File: src/rtl/writeback_buf_pkg.sv
// Shared CPU constants for the writeback buffer: register widths, default depth and the r0 id.
package writeback_buf_pkg;
  localparam int CPU_REGNO_WIDTH = 5;
  localparam int CPU_REG_WIDTH   = 32;
  localparam int WB_BUF_DEPTH    = 4;
  localparam logic [CPU_REGNO_WIDTH-1:0] CPU_REG_ZERO = '0;
endpackage

File: src/rtl/wb_buf_mem.sv
// Entry storage for the writeback buffer: one write port, one async read port,
// plus the whole array flattened for the bypass search.
module wb_buf_mem #(
  parameter int DEPTH = 4,
  parameter int WIDTH = 37,
  parameter int AW    = $clog2(DEPTH)
) (
  input  logic                   clk,
  input  logic                   we,
  input  logic [AW-1:0]          waddr,
  input  logic [WIDTH-1:0]       wdata,
  input  logic [AW-1:0]          raddr,
  output logic [WIDTH-1:0]       rdata,
  output logic [DEPTH*WIDTH-1:0] flat
);
  logic [WIDTH-1:0] mem [DEPTH];

  always_ff @(posedge clk) begin
    if (we) mem[waddr] <= wdata;
  end

  assign rdata = mem[raddr];

  for (genvar i = 0; i < DEPTH; i++) begin : g_flat
    assign flat[i*WIDTH +: WIDTH] = mem[i];
  end
endmodule

File: src/rtl/writeback_buf.sv
// DEPTH-entry in-order buffer between the memory stage and the register-file write port.
// Define WRITEBACK_BUF_BYPASS_EN to add the youngest-match bypass lookup for decode.
module writeback_buf
  import writeback_buf_pkg::*;
#(
  parameter int REGNO_WIDTH = CPU_REGNO_WIDTH,
  parameter int REG_WIDTH   = CPU_REG_WIDTH,
  parameter int DEPTH       = WB_BUF_DEPTH,
  parameter int CNT_WIDTH   = $clog2(DEPTH) + 1
) (
  input  logic                   clk,
  input  logic                   rst,
  input  logic                   i_core_stall,
  input  logic                   i_valid,
  input  logic [REGNO_WIDTH-1:0] i_rd_no,
  input  logic [REG_WIDTH-1:0]   i_rd_val,
  output logic                   o_ready,
  output logic                   o_wr_valid,
  output logic [REGNO_WIDTH-1:0] o_rd_no,
  output logic [REG_WIDTH-1:0]   o_rd_val,
  input  logic                   i_wr_ready,
  output logic [CNT_WIDTH-1:0]   o_count,
  input  logic [REGNO_WIDTH-1:0] i_byp_no,
  output logic                   o_byp_hit,
  output logic [REG_WIDTH-1:0]   o_byp_val
);
  localparam int PTR_W = $clog2(DEPTH);
  localparam int EW    = REGNO_WIDTH + REG_WIDTH;

  logic [PTR_W-1:0]       wr_ptr, rd_ptr;
  logic [CNT_WIDTH-1:0]   count;
  logic                   push, pop;
  logic [EW-1:0]          head;
  logic [DEPTH*EW-1:0]    mem_flat;

  assign o_ready    = (count != CNT_WIDTH'(DEPTH));
  // r0 writes complete the handshake but are never stored.
  assign push       = i_valid & o_ready & ~i_core_stall & (i_rd_no != REGNO_WIDTH'(CPU_REG_ZERO));
  assign o_wr_valid = (count != '0) & ~i_core_stall;
  assign pop        = o_wr_valid & i_wr_ready;
  assign o_rd_no    = o_wr_valid ? head[EW-1:REG_WIDTH] : '0;
  assign o_rd_val   = o_wr_valid ? head[REG_WIDTH-1:0]  : '0;
  assign o_count    = count;

  wb_buf_mem #(.DEPTH(DEPTH), .WIDTH(EW), .AW(PTR_W)) u_mem (
    .clk   (clk),
    .we    (push),
    .waddr (wr_ptr),
    .wdata ({i_rd_no, i_rd_val}),
    .raddr (rd_ptr),
    .rdata (head),
    .flat  (mem_flat)
  );

  always_ff @(posedge clk) begin
    if (rst) begin
      wr_ptr <= '0;
      rd_ptr <= '0;
      count  <= '0;
    end else begin
      if (push) wr_ptr <= wr_ptr + PTR_W'(1);
      if (pop)  rd_ptr <= rd_ptr + PTR_W'(1);
      case ({push, pop})
        2'b10:   count <= count + CNT_WIDTH'(1);
        2'b01:   count <= count - CNT_WIDTH'(1);
        default: count <= count;
      endcase
    end
  end

`ifdef WRITEBACK_BUF_BYPASS_EN
  logic [PTR_W-1:0]       age_idx [DEPTH];
  logic [REGNO_WIDTH-1:0] ent_no  [DEPTH];
  logic [REG_WIDTH-1:0]   ent_val [DEPTH];

  for (genvar i = 0; i < DEPTH; i++) begin : g_byp
    assign age_idx[i] = rd_ptr + PTR_W'(i);
    assign ent_no[i]  = mem_flat[i*EW+REG_WIDTH +: REGNO_WIDTH];
    assign ent_val[i] = mem_flat[i*EW +: REG_WIDTH];
  end

  // Walk oldest to youngest so the last occupied match wins.
  always_comb begin
    o_byp_hit = 1'b0;
    o_byp_val = '0;
    for (int k = 0; k < DEPTH; k++) begin
      if ((CNT_WIDTH'(k) < count) && (i_byp_no != REGNO_WIDTH'(CPU_REG_ZERO)) &&
          (ent_no[age_idx[k]] == i_byp_no)) begin
        o_byp_hit = 1'b1;
        o_byp_val = ent_val[age_idx[k]];
      end
    end
  end
`else
  logic byp_unused;
  assign byp_unused = ^{i_byp_no, mem_flat};
  assign o_byp_hit  = 1'b0;
  assign o_byp_val  = '0;
`endif
endmodule
File: config.mk
export PLATFORM = sky130hd
export DESIGN_NAME = writeback_buf
export DESIGN_NICKNAME = d
export VERILOG_FILES = /design/src/rtl/writeback_buf_pkg.sv /design/src/rtl/wb_buf_mem.sv /design/src/rtl/writeback_buf.sv
export SDC_FILE = /design/constraint.sdc
export NUM_CORES = 1
export LEC_CHECK = 0
export ABC_CLOCK_PERIOD_IN_PS = 4500
export CAP_MARGIN = 20
export CORE_MARGIN = 2
export CORE_UTILIZATION = 47
export DETAILED_ROUTE_END_ITERATION = 10
export PLACE_DENSITY = 0.76
export RECOVER_POWER = 25
export SETUP_SLACK_MARGIN = 0.3
export SLEW_MARGIN = 20
export SYNTH_ARGS = -nofsm -noshare
export SYNTH_HDL_FRONTEND = slang
export SYNTH_HIERARCHICAL = 1
export SYNTH_SLANG_ARGS = --single-unit
File: constraint.sdc
create_clock -name clk -period 4.5 [get_ports clk]
set_input_delay 1.125 -clock clk [delete_from_list [all_inputs] [get_ports clk]]
set_output_delay 1.125 -clock clk [all_outputs]
set_load 0.01 [all_outputs]
## After elaboration in Yosys (flattened, before gate mapping)

Memory sizes are Yosys's and may differ from the RTL's. A register that Yosys moved wholly into a read port is not among the register bits.
Index checks and enable logic that the tools add are counted.

- Add/sub/neg operators: 4
- Eq/ne operators: 3
- Muxes and demuxes: 7
- Bitwise logic cells: 6
- Reductions and logical operators: 3

Operators with widths:

| cell | number |
|---|---|
| $mux 32 | 1 |
| $pmux 3 s2 | 1 |
| $and 1x1->1 | 5 |
| $mux 5 | 1 |
| $reduce_bool 5->1 | 1 |
| $add 2x1->2 const B | 2 |
| $mux 2 | 2 |
| $add 3x1->3 const B | 1 |
| $ne 3x3->1 const B | 1 |
| $reduce_bool 3->1 | 1 |
| $sub 3x1->3 const B | 1 |
| $eq 2x1->1 const B | 1 |
| $eq 2x2->1 const B | 1 |
| $mux 1 | 2 |
| $reduce_bool 2->1 | 1 |
| $not 1->1 | 1 |

- Register bits after elaboration: 7
- Memory bits (writable): 148
- Input port bits: 47
- Output and inout port bits: 75
- Logic and storage cells: 27
- Memories kept: 1

Memory list:

| name | depth | width | read ports | clocked after Yosys merged registers in | write ports | RTL line | source |
|---|---|---|---|---|---|---|---|
| u_mem.mem | 4 | 37 | 1 | 1 | 1 | wb_buf_mem.sv:16 | `logic [WIDTH-1:0] mem [DEPTH];` |

## Longest topological paths before layout

- Depth after elaboration: 6
- Gate-level depth with buffers: 8
- Mapped depth without buffers: 8

## By module

Netlist, hierarchy kept.

Modules (own cells, without submodules):

| module | times used | cells each | area an instance (sq um) | sequential area each (sq um) |
|---|---|---|---|---|
| wb_buf_mem | 1 | 197 | 5426.5 | 4444.3 |
| writeback_buf | 1 | 116 | 867.1 | 140.1 |

## Worst setup path after synthesis

OpenSTA, ideal clock, no wires.

- Path type: input-to-reg
- Start: in i_valid
- End: mem u_mem.mem[0][0] (enable)
- Setup time: 0.485 ns
- Arrival: 4.243 ns
- Required time: 4.015 ns
- Setup slack: -0.228 ns
- Stages on the path: 4
- Buffers on the path: 0
- Cells stage by stage: nor2b_1 -> o211ai_4 -> inv_2 -> nor3b_1

- Longest elaborated chain between the ends: 5

RTL lines:

| item | RTL line | source |
|---|---|---|
| from (decl) | writeback_buf.sv:14 | `input logic i_valid,` |
| $and 1x1->1 (3 in series) | writeback_buf.sv:38 | `assign push = i_valid & o_ready & ~i_core_stall & (i_rd_no != REGNO_WIDTH'(CPU_REG_ZERO));` |
| named net push | writeback_buf.sv:32 | `logic push, pop;` |
| $mux 1 | wb_buf_mem.sv:19 | `if (we) mem[waddr] <= wdata;` |
| $mux 1 (not written as such) | wb_buf_mem.sv:19 |  |
| to (decl) | wb_buf_mem.sv:16 |  |

The timed path passes the listed nets, and every way through them passes these cells.

## Worst setup path in the final report

- Start: in i_core_stall
- End: out o_rd_val[24]

- Longest elaborated chain between the ends: 3

RTL lines:

| item | RTL line | source |
|---|---|---|
| from (decl) | writeback_buf.sv:13 | `input logic i_core_stall,` |
| $not 1->1 | writeback_buf.sv:39 | `assign o_wr_valid = (count != '0) & ~i_core_stall;` |
| $and 1x1->1 | writeback_buf.sv:39 |  |
| $mux 32 | writeback_buf.sv:42 | `assign o_rd_val = o_wr_valid ? head[REG_WIDTH-1:0] : '0;` |
| to (decl) | writeback_buf.sv:20 | `output logic [REG_WIDTH-1:0] o_rd_val,` |

No other way between the ends.

==> impl_metrics.py <==
metrics = {
    "yosys": {
        "synthTopCellsByCount": "edfxtp_1 (148), and2_1 (37), buf_4 (33)",
        "synth.largest_area_cell": "edfxtp_1",
        "ys.flop_type": "edfxtp_1",
        "ys_async_sr_fraction": 0,
        "netlist.area_leader.share": 0.706,
        "syn_inst": 313,
        "ys_seq_area_frac": 0.728,
        "yosysMostFrequentCell": "edfxtp_1",
        "synthDistinctLibCells": 33,
        "yosysWarnings": 6,
        "synth_area_per_cell_um2": 20.1,
        "synth_edf_count": 148,
        "synth_seq_cells": 155,
        "syn_area_um2": 6290,
        "yosys-top-cells-area": "edfxtp_1 (71%), mux4_2 (11%), buf_4 (3.9%)",
    },
    "grt": {
        "grt_pass1_wl_um": 16600,
        "grt_pass1_vias": 3096,
        "grt_antenna_before_repair": 0,
        "overflow": 0,
        "grt_util_all_layers": 0.157,
        "grt_max_degree": 39,
    },
    "cells_and_area": {
        "multiInputGateArea_um2": 1480,
        "area_delta_synth_final_pct": 22.8,
        "design_area_um2": 7730,
        "ff_latch_area_um2": 4590,
        "fillers": 986,
        "drive_gt1_frac": 0.177,
        "fin_nets": 455,
        "diodes": 0,
    },
    "route": {
        "drt_drc_violations_left": 0,
        "wl_um": 10500,
        "wl_per_cell_um": 17.7,
        "ant_nets": 0,
        "first_pass_iters": 4,
        "drt_iter0_drc": 157,
        "dr_total_vias": 3004,
        "drt-vias-per-instance": 5.05,
    },
    "sta": {
        "timing.hold.ws_ps": 547,
        "worstMarginPinSlew_ps": 1040,
        "finalHoldViolations": 0,
        "fin_skew_ps": 8.36,
        "setup_viol": 0,
        "max_freq_mhz": 251,
        "worst_slew_margin_rel": 0.305,
        "post-route-period-util": 0.887,
        "rsz0062_at_grt": "false",
        "tns_ps": 0,
        "period_needed_ps": 3990,
        "slew_viol_final": 0,
    },
    "flow_run": {
        "cap_violations": 0,
    },
    "placed_design": {
        "dp_hpwl_um": 6130,
        "gp_congestion": 0.688,
        "io_buffers": 83,
        "placed_area_um2": 7180,
    },
    "clock_tree": {
        "cts_resized": 0,
        "clkTransAtPathRegs_ps": 60,
        "htree_num_levels": 4,
        "numCtsBuffers": 17,
        "ctsHoldBuffers": 0,
        "clk_path_buf_depth": 2,
        "cts_tree": "built",
        "cts.sinks": 155,
        "post_cts_buffers": 0,
        "clock_latency_ps": 400,
        "root_buffer": "clkbuf_16",
    },
    "floorplanning": {
        "start_util": 0.479,
        "row_count": 42,
        "ios": 122,
        "core_area_um2": 13100,
        "dieArea_um2": 14300,
        "fp.dieH_um": 120,
        "die_w_um": 120,
    },
    "pwr": {
        "p_per_area_nw_per_um2": 418,
        "p_total_w": 0.00323,
        "ir_drop_mv": 0.217,
        "cellLeakagePower_nw": 2.50,
    },
    "critical_path": {
        "path_common_cell": "clkdlybuf4s50_1",
        "start_kind": "input pin",
        "end_kind": "output pin",
        "crit_slowest_cell": "clkdlybuf4s50_1",
        "critPathKind": "in2out",
        "cp.arrival_ps": 2870,
        "cp_top_family": "buffers and inverters",
        "cp_data_required_time_ps": 3380,
        "path_cells": "clkdlybuf4s50_1 > nor2_4 > buf_4 > and2_1 > clkdlybuf4s50_1",
        "max_stage_delay_ps": 550,
        "critPathMaxFanout": 38,
        "crit_buf_inv": 3,
    },
    "hold_path": {
        "hp-class": "reg2reg",
    },
    "run_status": {
        "outcome": "completed",
    },
}
power breakdown:
part | total (W) | internal [W] | leakage (nW) | switching (W)
logic | 0.000289 | 0.000156 | 0.849 | 0.000133
clock network | 0.00130 | 0.000761 | 0.252 | 0.000543
registers | 0.00164 | 0.00162 | 1.40 | 0.0000184
worst reg2reg max path, delay by kind of cell, from the launching register on:
kind | cells | cell delay (ps)
compound gates | 1 | 110
buf+inv | 2 | 570
flops | 1 | 430
simple gates | 2 | 1070
placed cells by master, fill, tap and decap left out, types with 3 or more instances in the layout:
cell type,synthesis,final
a21oi_1,3,3
and2_1,37,37
buf_4,33,3
clkbuf_16,0,17
clkdlybuf4s50_1,0,60
clkinv_1,0,3
clkinvlp_4,0,5
conb_1,1,33
dfxtp_1,7,5
dlygate4sd3_1,0,23
edfxtp_1,148,148
inv_1,4,4
inv_6,0,3
mux4_1,7,7
mux4_2,30,30
nor2_1,7,6
xnor2_1,3,3
layer usage:
layer / vias to the layer above / share of wire / global-route usage
met2: 105 / 0.51 / 0.258
li1: 1351 / - / -
met4: 0 / 0.0057 / 0.0485
met3: 7 / 0.045 / 0.0418
met5: - / 0 / 0
met1: 1541 / 0.44 / 0.207
final cells by class:
type	count	share of cell area
inverter	5	0.00243
timing repair buffer	87	0.113
sequential	155	0.593
multi-input combinational	140	0.191
clock buffer	18	0.0555
tap	176	0.0285
clock inverter	14	0.0159
worst paths after layout:
kind | startpoint | to | slack [ps] | depth (start not counted)
max | i_core_stall | o_rd_val[24] | 510 | 5
min | o_count[2] | o_count[2] | 550 | 2
max reg2reg | o_count[0] | u_mem/mem[0][1] | 1970 | 5
min reg2reg | o_count[2] | o_count[2] | 550 | 2
per-stage QoR:
step,util,setup WS (ps),cells
2_1_floorplan,-,1070,345
3_3_place_gp,0.546,490,563
3_5_place_dp,0.546,469,563
4_1_cts,0.588,469,595
5_1_grt,0.588,419,595
6_report,0.588,509,595
flip-flops by register name, summed over array words and instances, names as in the netlist:
name and cells:
o_count 3, rd_ptr 2, u_mem/mem 148, wr_ptr 2
logic make-up (layout without fill, tap and decap cells):
kind of cell	Yosys count	in the layout	synth area share
AOI/OAI and AO/OA	6	6	0.00735
buffers and inverters	50	124	0.0592
xor gates and xnor gates	5	5	0.00696
DFF	155	155	0.728
muxes	37	37	0.137
and+or+nand+nor	57	57	0.0557
other	1	33	0.000596
adders and majority gates	2	2	0.00517
(Power assumes the default switching activity.)
